===== config.mk =====
export PLATFORM = sky130hd
export DESIGN_NAME = ps2_tx
export DESIGN_NICKNAME = d
export VERILOG_FILES = /design/src/rtl/ps2_tx_pkg.sv /design/src/rtl/ps2_tx_clk_filter.sv /design/src/rtl/ps2_tx.sv
export SDC_FILE = /design/constraint.sdc
export NUM_CORES = 1
export LEC_CHECK = 0
export ABC_CLOCK_PERIOD_IN_PS = 2440
export CORE_MARGIN = 3
export CORE_UTILIZATION = 30
export DETAILED_ROUTE_END_ITERATION = 7
export PLACE_DENSITY = 0.43
export SLEW_MARGIN = 20
export SYNTH_ARGS = -nofsm -noshare
export SYNTH_HDL_FRONTEND = slang
export SYNTH_SLANG_ARGS = --single-unit

===== constraint.sdc =====
create_clock -name clk_rx -period 2.44 [get_ports clk_rx]
set_input_delay 0.488 -clock clk_rx [delete_from_list [all_inputs] [get_ports clk_rx]]
set_output_delay 0.488 -clock clk_rx [all_outputs]
set_load 0.03 [all_outputs]

===== src/rtl/ps2_tx_pkg.sv =====
// Shared PS/2 definitions: transmit FSM encoding, command/response bytes and frame builder.
package ps2_tx_pkg;

  typedef enum logic [2:0] {
    StIdle,
    StInhibit,
    StRts,
    StShift,
    StAck,
    StWaitIdle,
    StDone,
    StFail
  } tx_state_e;

  localparam logic [7:0] CmdSetLeds = 8'hED;
  localparam logic [7:0] CmdEnable  = 8'hF4;
  localparam logic [7:0] CmdReset   = 8'hFF;
  localparam logic [7:0] RspAck     = 8'hFA;
  localparam logic [7:0] BreakCode  = 8'hF0;

  localparam int unsigned FrameBits = 10;

  // Host-to-device frame after the start bit: data LSB first, odd parity, stop.
  function automatic logic [FrameBits-1:0] build_frame(input logic [7:0] data);
    return {1'b1, ~^data, data};
  endfunction

endpackage


===== src/rtl/ps2_tx_clk_filter.sv =====
// PS/2 line conditioning: 2-FF synchronizers, clock glitch filter and falling-edge strobe.
module ps2_tx_clk_filter #(
  parameter int unsigned FILTER_LEN = 8
) (
  input  logic clk_i,
  input  logic rst_i,
  input  logic ps2c_i,
  input  logic ps2d_i,
  output logic clk_filt_o,
  output logic data_sync_o,
  output logic fall_o
);

  logic [1:0]            c_sync_q;
  logic [1:0]            d_sync_q;
  logic [FILTER_LEN-1:0] taps_q, taps_d;
  logic                  filt_q, filt_d;

  always_comb begin
    taps_d = {taps_q[FILTER_LEN-2:0], c_sync_q[1]};
    filt_d = filt_q;
    // Filtered clock only moves once every tap agrees.
    if (&taps_q) begin
      filt_d = 1'b1;
    end else if (~|taps_q) begin
      filt_d = 1'b0;
    end
  end

  always_ff @(posedge clk_i) begin
    if (rst_i) begin
      c_sync_q <= 2'b11;
      d_sync_q <= 2'b11;
      taps_q   <= '1;
      filt_q   <= 1'b1;
    end else begin
      c_sync_q <= {c_sync_q[0], ps2c_i};
      d_sync_q <= {d_sync_q[0], ps2d_i};
      taps_q   <= taps_d;
      filt_q   <= filt_d;
    end
  end

  assign clk_filt_o  = filt_q;
  assign data_sync_o = d_sync_q[1];
  assign fall_o      = filt_q & ~|taps_q;

endmodule


===== src/rtl/ps2_tx.sv =====
// Host-to-device PS/2 transmitter: inhibit, request-to-send, clock out one byte, check ACK.
module ps2_tx
  import ps2_tx_pkg::*;
#(
  parameter int unsigned INHIBIT_CYCLES = 5000,
  parameter int unsigned TIMEOUT_CYCLES = 750000,
  parameter int unsigned FILTER_LEN     = 8
) (
  input  logic       clk_rx,
  input  logic       reset,
  input  logic       tx_start,
  input  logic [7:0] tx_data,
  input  logic       ps2c_in,
  input  logic       ps2d_in,
  output logic       ps2c_oe,
  output logic       ps2d_oe,
  output logic       tx_busy,
  output logic       tx_done,
  output logic       tx_err
);

  localparam int unsigned InhW = $clog2(INHIBIT_CYCLES + 1);
  localparam int unsigned TmoW = $clog2(TIMEOUT_CYCLES + 1);

  localparam logic [InhW-1:0] InhLast = InhW'(INHIBIT_CYCLES - 1);
  localparam logic [InhW-1:0] InhMax  = InhW'(INHIBIT_CYCLES);
  localparam logic [TmoW-1:0] TmoLast = TmoW'(TIMEOUT_CYCLES - 1);
  localparam logic [TmoW-1:0] TmoMax  = TmoW'(TIMEOUT_CYCLES);

  logic clk_filt;
  logic data_sync;
  logic fall;

  ps2_tx_clk_filter #(
    .FILTER_LEN (FILTER_LEN)
  ) u_clk_filter (
    .clk_i       (clk_rx),
    .rst_i       (reset),
    .ps2c_i      (ps2c_in),
    .ps2d_i      (ps2d_in),
    .clk_filt_o  (clk_filt),
    .data_sync_o (data_sync),
    .fall_o      (fall)
  );

  tx_state_e            state_q, state_d;
  logic [FrameBits-1:0] frame_q, frame_d;
  logic [3:0]           bit_q, bit_d;
  logic [InhW-1:0]      inh_cnt_q, inh_cnt_d;
  logic [TmoW-1:0]      tmo_cnt_q, tmo_cnt_d;
  logic                 c_oe_q, c_oe_d;
  logic                 d_oe_q, d_oe_d;
  logic                 busy_q, busy_d;
  logic                 done_q, done_d;
  logic                 err_q, err_d;
  logic                 timeout;

  always_comb begin
    state_d   = state_q;
    frame_d   = frame_q;
    bit_d     = bit_q;
    inh_cnt_d = inh_cnt_q;
    d_oe_d    = d_oe_q;

    // Held at zero through INHIBIT so RTS entry starts from a clean count.
    if (state_q == StInhibit || fall) begin
      tmo_cnt_d = '0;
    end else if (tmo_cnt_q != TmoMax) begin
      tmo_cnt_d = tmo_cnt_q + TmoW'(1);
    end else begin
      tmo_cnt_d = tmo_cnt_q;
    end
    timeout = (tmo_cnt_q >= TmoLast);

    unique case (state_q)
      StIdle: begin
        d_oe_d = 1'b0;
        if (tx_start) begin
          frame_d   = build_frame(tx_data);
          inh_cnt_d = '0;
          state_d   = StInhibit;
        end
      end
      StInhibit: begin
        if (inh_cnt_q != InhMax) begin
          inh_cnt_d = inh_cnt_q + InhW'(1);
        end
        if (inh_cnt_q == InhLast) begin
          d_oe_d = 1'b1;
        end
        if (d_oe_q) begin
          state_d = StRts;
        end
      end
      StRts: begin
        bit_d   = '0;
        state_d = StShift;
      end
      StShift: begin
        if (fall) begin
          d_oe_d = ~frame_q[bit_q];
          bit_d  = bit_q + 4'd1;
          if (bit_q == 4'd9) begin
            state_d = StAck;
          end
        end
      end
      StAck: begin
        if (fall) begin
          state_d = data_sync ? StFail : StWaitIdle;
        end
      end
      StWaitIdle: begin
        if (clk_filt && data_sync) begin
          state_d = StDone;
        end
      end
      StDone:  state_d = StIdle;
      StFail:  state_d = StIdle;
      default: state_d = StIdle;
    endcase

    if (timeout && (state_q inside {StRts, StShift, StAck, StWaitIdle})) begin
      state_d = StFail;
    end
    if (state_d == StFail) begin
      d_oe_d = 1'b0;
    end

    // Outputs registered off the next state so the pads never see decode glitches.
    c_oe_d = (state_d == StInhibit);
    busy_d = !(state_d inside {StIdle, StDone, StFail});
    done_d = (state_d == StDone);
    err_d  = (state_d == StFail);
  end

  always_ff @(posedge clk_rx) begin
    if (reset) begin
      state_q   <= StIdle;
      frame_q   <= '0;
      bit_q     <= '0;
      inh_cnt_q <= '0;
      tmo_cnt_q <= '0;
      c_oe_q    <= 1'b0;
      d_oe_q    <= 1'b0;
      busy_q    <= 1'b0;
      done_q    <= 1'b0;
      err_q     <= 1'b0;
    end else begin
      state_q   <= state_d;
      frame_q   <= frame_d;
      bit_q     <= bit_d;
      inh_cnt_q <= inh_cnt_d;
      tmo_cnt_q <= tmo_cnt_d;
      c_oe_q    <= c_oe_d;
      d_oe_q    <= d_oe_d;
      busy_q    <= busy_d;
      done_q    <= done_d;
      err_q     <= err_d;
    end
  end

  assign ps2c_oe = c_oe_q;
  assign ps2d_oe = d_oe_q;
  assign tx_busy = busy_q;
  assign tx_done = done_q;
  assign tx_err  = err_q;

endmodule


* Yosys cells after proc, flatten, opt, wreduce, memory -nomap -nowiden *
Cells that the tools add are included.

storage, ports and cells
  memory bits (read-only) = 0
  memories kept = 0
  flip-flop bits (word level) = 68
  input port bits = 13
  logic and storage cells = 81
  bits in latches = 0
  RAM bits = 0
  output and inout bits = 5

cells by class
  multiplexer cells = 19
  eq/ne operators = 18
  add/subtract/negate cells = 3
  order comparisons = 2
  reduce and logical (&&, ||, !) cells = 23
  divide/modulo/power cells = 0
  shifts and indexed selects = 0
  bitwise logic cells = 2
  $mul = 0

operators with widths
  operator                                                    number
  2-to-1 mux 13 bit                                           2
  one-hot mux 13 bit (2 select lines)                         1
  2-to-1 mux 3 bit                                            7
  one-hot mux 3 bit (7 select lines)                          1
  adder 20 x 1 -> 20 bit, second input constant               1
  >= comparator 20 bit, second input constant                 1
  inequality test 20 bit, second input constant               1
  equality test 3 bit, second input constant                  6
  adder 13 x 1 -> 13 bit, second input constant               1
  equality test 13 bit, second input constant                 1
  inequality test 13 bit, second input constant               1
  one-hot mux 4 bit (2 select lines)                          1
  AND reduction 8 bit                                         1
  OR reduction 2 bit                                          4
  OR reduction 8 bit                                          1
  XNOR reduction 8 bit                                        1
  equality test 3 x 1 -> 1 bit, second input constant         2
  equality test 3 x 2 -> 1 bit, second input constant         2
  logical NOT 3 bit                                           2
  AND reduction 3 bit                                         2
  nonzero test 3 bit                                          2
  less-than comparator 4 x 5 -> 1 bit, second input constant  1
  adder 4 x 1 -> 4 bit, second input constant                 1
  binary-select mux 1 bit (select 4 bit)                      1
  other kinds (15)                                            23

* Longest topological paths before layout *
  depth in word-level cells = 9
  mapped depth = 7
  depth with buffers taken out = 7

* By module *
From an unflattened synthesis, not the netlist that was laid out.

unflattened totals
  cells, all modules = 360
  area total of the unflattened synthesis = 3148.0 um^2

modules (own cells, without submodules)
  module             instances  cells each  area each (um^2)  sequential area each (um^2)
  ps2_tx             1          326         2738.9            1101.1
  ps2_tx_clk_filter  1          34          409.1             260.2

* Worst setup path before layout *
Ideal clock, no wire load.

  path type = reg2reg
  from = register state_q[2]
  to = register inh_cnt_q[12]
  path buffers = 2
  library setup time = 128 ps
  required time = 2312 ps
  period minus slack after synthesis = 1829 ps
  arrival time = 1702 ps
  stages on the path, launching flop included = 8
  setup slack = 611 ps
  path through = dfxtp_1 -> buf_6 -> or2_1 -> buf_6 -> or4_4 -> a211oi_2 -> xnor2_1 -> nor2_1

between the ends
  cells in the longest elaborated chain, start to end = 3
  elaborated cells between the ends (all ways) = 7
  classes of those cells = eq/ne: 3; mux: 1; reduce/logical: 3

ends and longest elaborated chain
  what                                                               line           text
  from (decl)                                                        ps2_tx.sv:46   tx_state_e state_q, state_d;
  from (signal assigned)                                             ps2_tx.sv:139  state_q <= StIdle;
  from (signal assigned)                                             ps2_tx.sv:150  state_q <= state_d;
  equality test 3 x 1 -> 1 bit or logical NOT 3 bit (tied branches)  ps2_tx.sv:75   unique case (state_q)
  inequality test 2 x 1 -> 1 bit (no line) (tied with other cells)   n/a
  AND reduction 3 bit (no line)                                      n/a
  to (signal assigned)                                               ps2_tx.sv:153  inh_cnt_q <= inh_cnt_d;
  to (decl)                                                          ps2_tx.sv:49   logic [InhW-1:0] inh_cnt_q, inh_cnt_d;

Parallel ways exist; a longest one is shown, timed or not.
A chain may end at the register's enable or synchronous reset.

* Final worst setup path *
  from = register u_clk_filter.taps_q[5]
  to = register done_q, in the netlist tx_done

between the ends
  cells in the longest elaborated chain, start to end = 7
  elaborated cells between the ends (all ways) = 8
  classes of those cells = eq/ne: 1; mux: 4; bitwise: 1; reduce/logical: 2

ends and longest elaborated chain
  what                                        line                          text
  from (decl)                                 ps2_tx_clk_filter.sv:16       logic [FILTER_LEN-1:0] taps_q, taps_d;
  from (signal assigned)                      ps2_tx_clk_filter.sv:39       taps_q <= taps_d;
  OR reduction 8 bit (*)                      ps2_tx_clk_filter.sv:46       assign fall_o = filt_q & ~|taps_q;
  logical NOT 1 bit (*)                       ps2_tx_clk_filter.sv:46
  bitwise AND 1 bit (*)                       ps2_tx_clk_filter.sv:46
  2-to-1 mux 3 bit, on equally long branches  ps2_tx.sv:109, ps2_tx.sv:100
  one-hot mux 3 bit (7 select lines) (*)      ps2_tx.sv:75
  2-to-1 mux 3 bit (*)                        ps2_tx.sv:123                 if (timeout && (state_q inside {StRts, StShift, StAck, StWaitIdle})) begin
  equality test 3 bit (*)                     ps2_tx.sv:133                 done_d = (state_d == StDone);
  to (signal assigned)                        ps2_tx.sv:158                 done_q <= done_d;
  to (decl)                                   ps2_tx.sv:54                  logic done_q, done_d;

Mark *: on every way between the ends. The rest lies on a longest branch, timed or not.

==> flow_metrics.tcl <==
set metrics [dict create \
    min_path_type "reg -> reg" \
    place_hpwl_um 4837 \
    htreeDepth 3 \
    synth_fp_nets 389 \
    ys_ff_latch 68 \
    power_density_mw_per_mm2 591.9 \
    drtIter0Drc 103 \
    rrSetupSlack_ns 0.39 \
    antenna_found_initial 0 \
    io_pins 18 \
    gp_congestion 0.8001 \
    fp.dieH_um 110.7 \
    worst_ep_required_time_ns 2.70 \
    regArea_mm2 0.001361 \
    startpoint "u_clk_filter.taps_q[5]" \
    wirelength_um 6924 \
    drive_gt1_share_pct 12.24 \
    worst_clock_skew_ns 0.01042 \
    cts-resized-gates 0 \
    post_cts_buffers 0 \
    synth_top_family_by_area "simple AND/OR/NAND/NOR gates" \
    synth_compound_area_share_pct 11.81 \
    fin_crit_sh_pct 83.97 \
    max-vdd-ir-drop_v 0.0002843 \
    drc 0 \
    dr.pass1.iters 4 \
    whs_ns 0.4091 \
    totalNegativeSetupSlack_ns 0 \
    netlist_area_mm2 0.003286 \
    synth.area.top_cells "dfxtp_1 41%, xnor2_1 5.9%, nor2_1 4.5%" \
    setup_viol 0 \
    syn_avg_cell_area_um2 8.880 \
    critPathLaunchType "flip-flop" \
    synth_area_leader_cell "dfxtp_1" \
    cts_sinks 68 \
    yosys.area_share.simple_pct 28.03 \
    cts_hold_buf 0 \
    die_width_um 110.7 \
    cts_buffers 9 \
    grt_max_degree 21 \
    run_status "completed" \
    initial_core_util_pct 31.27 \
    maxCapViolCount 0 \
    yosysSeqAreaShare_pct 41.43 \
    die-area_mm2 0.01224 \
    grt_pass1_vias 2468 \
    synth.distinct_cells 56 \
    hold_viol_final 0 \
    min_from "u_clk_filter.d_sync_q[0]" \
    area_delta_synth_final_pct 15.65 \
    arrival_ns 2.31 \
    timing.slew.headroom_pct 66.12 \
    layout_commonest_cell "dfxtp_1" \
    synth_xor_area_share_pct 9.063 \
    cts_buffer_depth 2 \
    clk_latency_ns 0.35 \
    multiInputGateArea_mm2 0.001788 \
    async_reset_ff_share_pct 0 \
    rsz0062_at_grt "no" \
    p_leak_nw 1.309 \
    wl_per_cell_um 13.11 \
    synthCells 370 \
    vias_per_cell 4.900 \
    nFillCells 1048 \
    synth_warnings 0 \
    grtUsageTotal_pct 12.14 \
    io_buffers 17 \
    synth_fa_ha_area_share_pct 2.285 \
    synth_edf_count 0 \
    ant_nets 0 \
    grt_pass1_wl_um 12050 \
    clk_pin_slew_ns 0.07 \
    synth_top_area_share_pct 41.43 \
    diodes 0 \
    endpoint_kind "flip-flop" \
    cts-root-buf "clkbuf_8" \
    r2r_start "u_clk_filter.taps_q[5]" \
    synth_mux_area_share_pct 3.237 \
    synth_ff_type "dfxtp_1" \
    fp.coreArea_mm2 0.01051 \
    maxSlewViolCount 0 \
    critPathKind "reg -> reg" \
    mostFrequentLayoutCells "68 x dfxtp_1, 39 x nor2_1, 36 x nand2_1" \
    fmax_mhz 488.1 \
    period_minus_slack_ns 2.049 \
    vias 2587 \
    cp_max_fo 7 \
    layout.nets 408 \
    grt.overflow.total 0 \
    rows 37 \
    cts_tree "done" \
    worst_pin_slew_ns 0.5044 \
]
[stage by stage]
stage | power (mW) | setup WS [ns] | area, um2 | std cells | utilization [%]
final | 2.249 | 0.3911 | 3800 | 528 | 36.16
after global routing | 2.377 | 0.2401 | 3800 | 528 | 36.16
after CTS | 2.309 | 0.3924 | 3800 | 528 | 36.16
after detailed placement | 1.358 | 0.1815 | 3610 | 514 | 34.35
after global placement | 1.360 | 0.2027 | 3610 | 514 | 34.35
after floorplan | 1.290 | 0.6107 | 3286 | 370 | -
[per-layer routing]
metal / global-route usage (%) / routed length [um] / vias to the layer above
li1: - / - / 1332
met1: 16.40 / 3674 / 1218
met2: 17.27 / 2875 / 30
met3: 4.967 / 253 / 7
met4: 4.516 / 121 / 0
met5: 0 / 0 / -
[state kept, by name, indices dropped and copies added (netlist names), 2 cells and up]
| name | count |
|---|---|
| bit_q | 4 |
| frame_q | 10 |
| inh_cnt_q | 13 |
| state_q | 3 |
| tmo_cnt_q | 20 |
| u_clk_filter.c_sync_q | 2 |
| u_clk_filter.d_sync_q | 2 |
| u_clk_filter.taps_q | 8 |
[synthesized netlist by cell type, drive strengths merged, types with 3 or more instances]
library cell,instances
a211oi,7
a21oi,18
a41oi,3
and2,5
and3,5
and4,3
buf,3
clkbuf,15
dfxtp,68
ha,6
inv,14
mux2i,5
nand2,36
nand2b,5
nand3,15
nand4,12
nor2,39
nor3,7
nor4,7
o211ai,3
o21ai,7
or2,15
or3,4
xnor2,22
xor2,12
[worst max-delay path: stages (launching register included)]
cell      delay [ns]
dfxtp_1         0.35
nor4_4          0.45
and3_1          0.34
a21oi_1         0.13
o311ai_2        0.43
nor3b_1         0.26
[path summary, 6_finish.rpt]
check                           cells past startpoint                        to
worst max-delay path                                5                   tx_done
worst min-delay path                                1  u_clk_filter.d_sync_q[1]
worst max register to register                      5                   tx_done
worst min register to register                      1  u_clk_filter.d_sync_q[1]
[where the power goes]
part	internal, mW	switching [mW]
sequential	1.14	0.0200
combinational	0.0823	0.0938
clock	0.515	0.402
total	1.73	0.516
[final cells by class]
class	count	area share (%)
multi-input cells	270	47.05
flip-flops and latches	68	35.82
repair buffers	26	6.256
well taps	136	4.478
clock buffers	12	4.083
inverters	14	1.383
clock inverters	2	0.9220
[cell families (layout without fill, tap and decap cells)]
| group | after synthesis | after routing |
|---|---|---|
| buffers and inverters | 32 | 54 |
| AO/OA/AOI/OAI | 54 | 54 |
| multiplexers | 8 | 8 |
| flip-flops | 68 | 68 |
| AND/OR/NAND/NOR | 168 | 168 |
| adder cells (fa/ha/maj) | 6 | 6 |
| XOR/XNOR | 34 | 34 |
No activity file was read; power rests on OpenSTA's default activity.
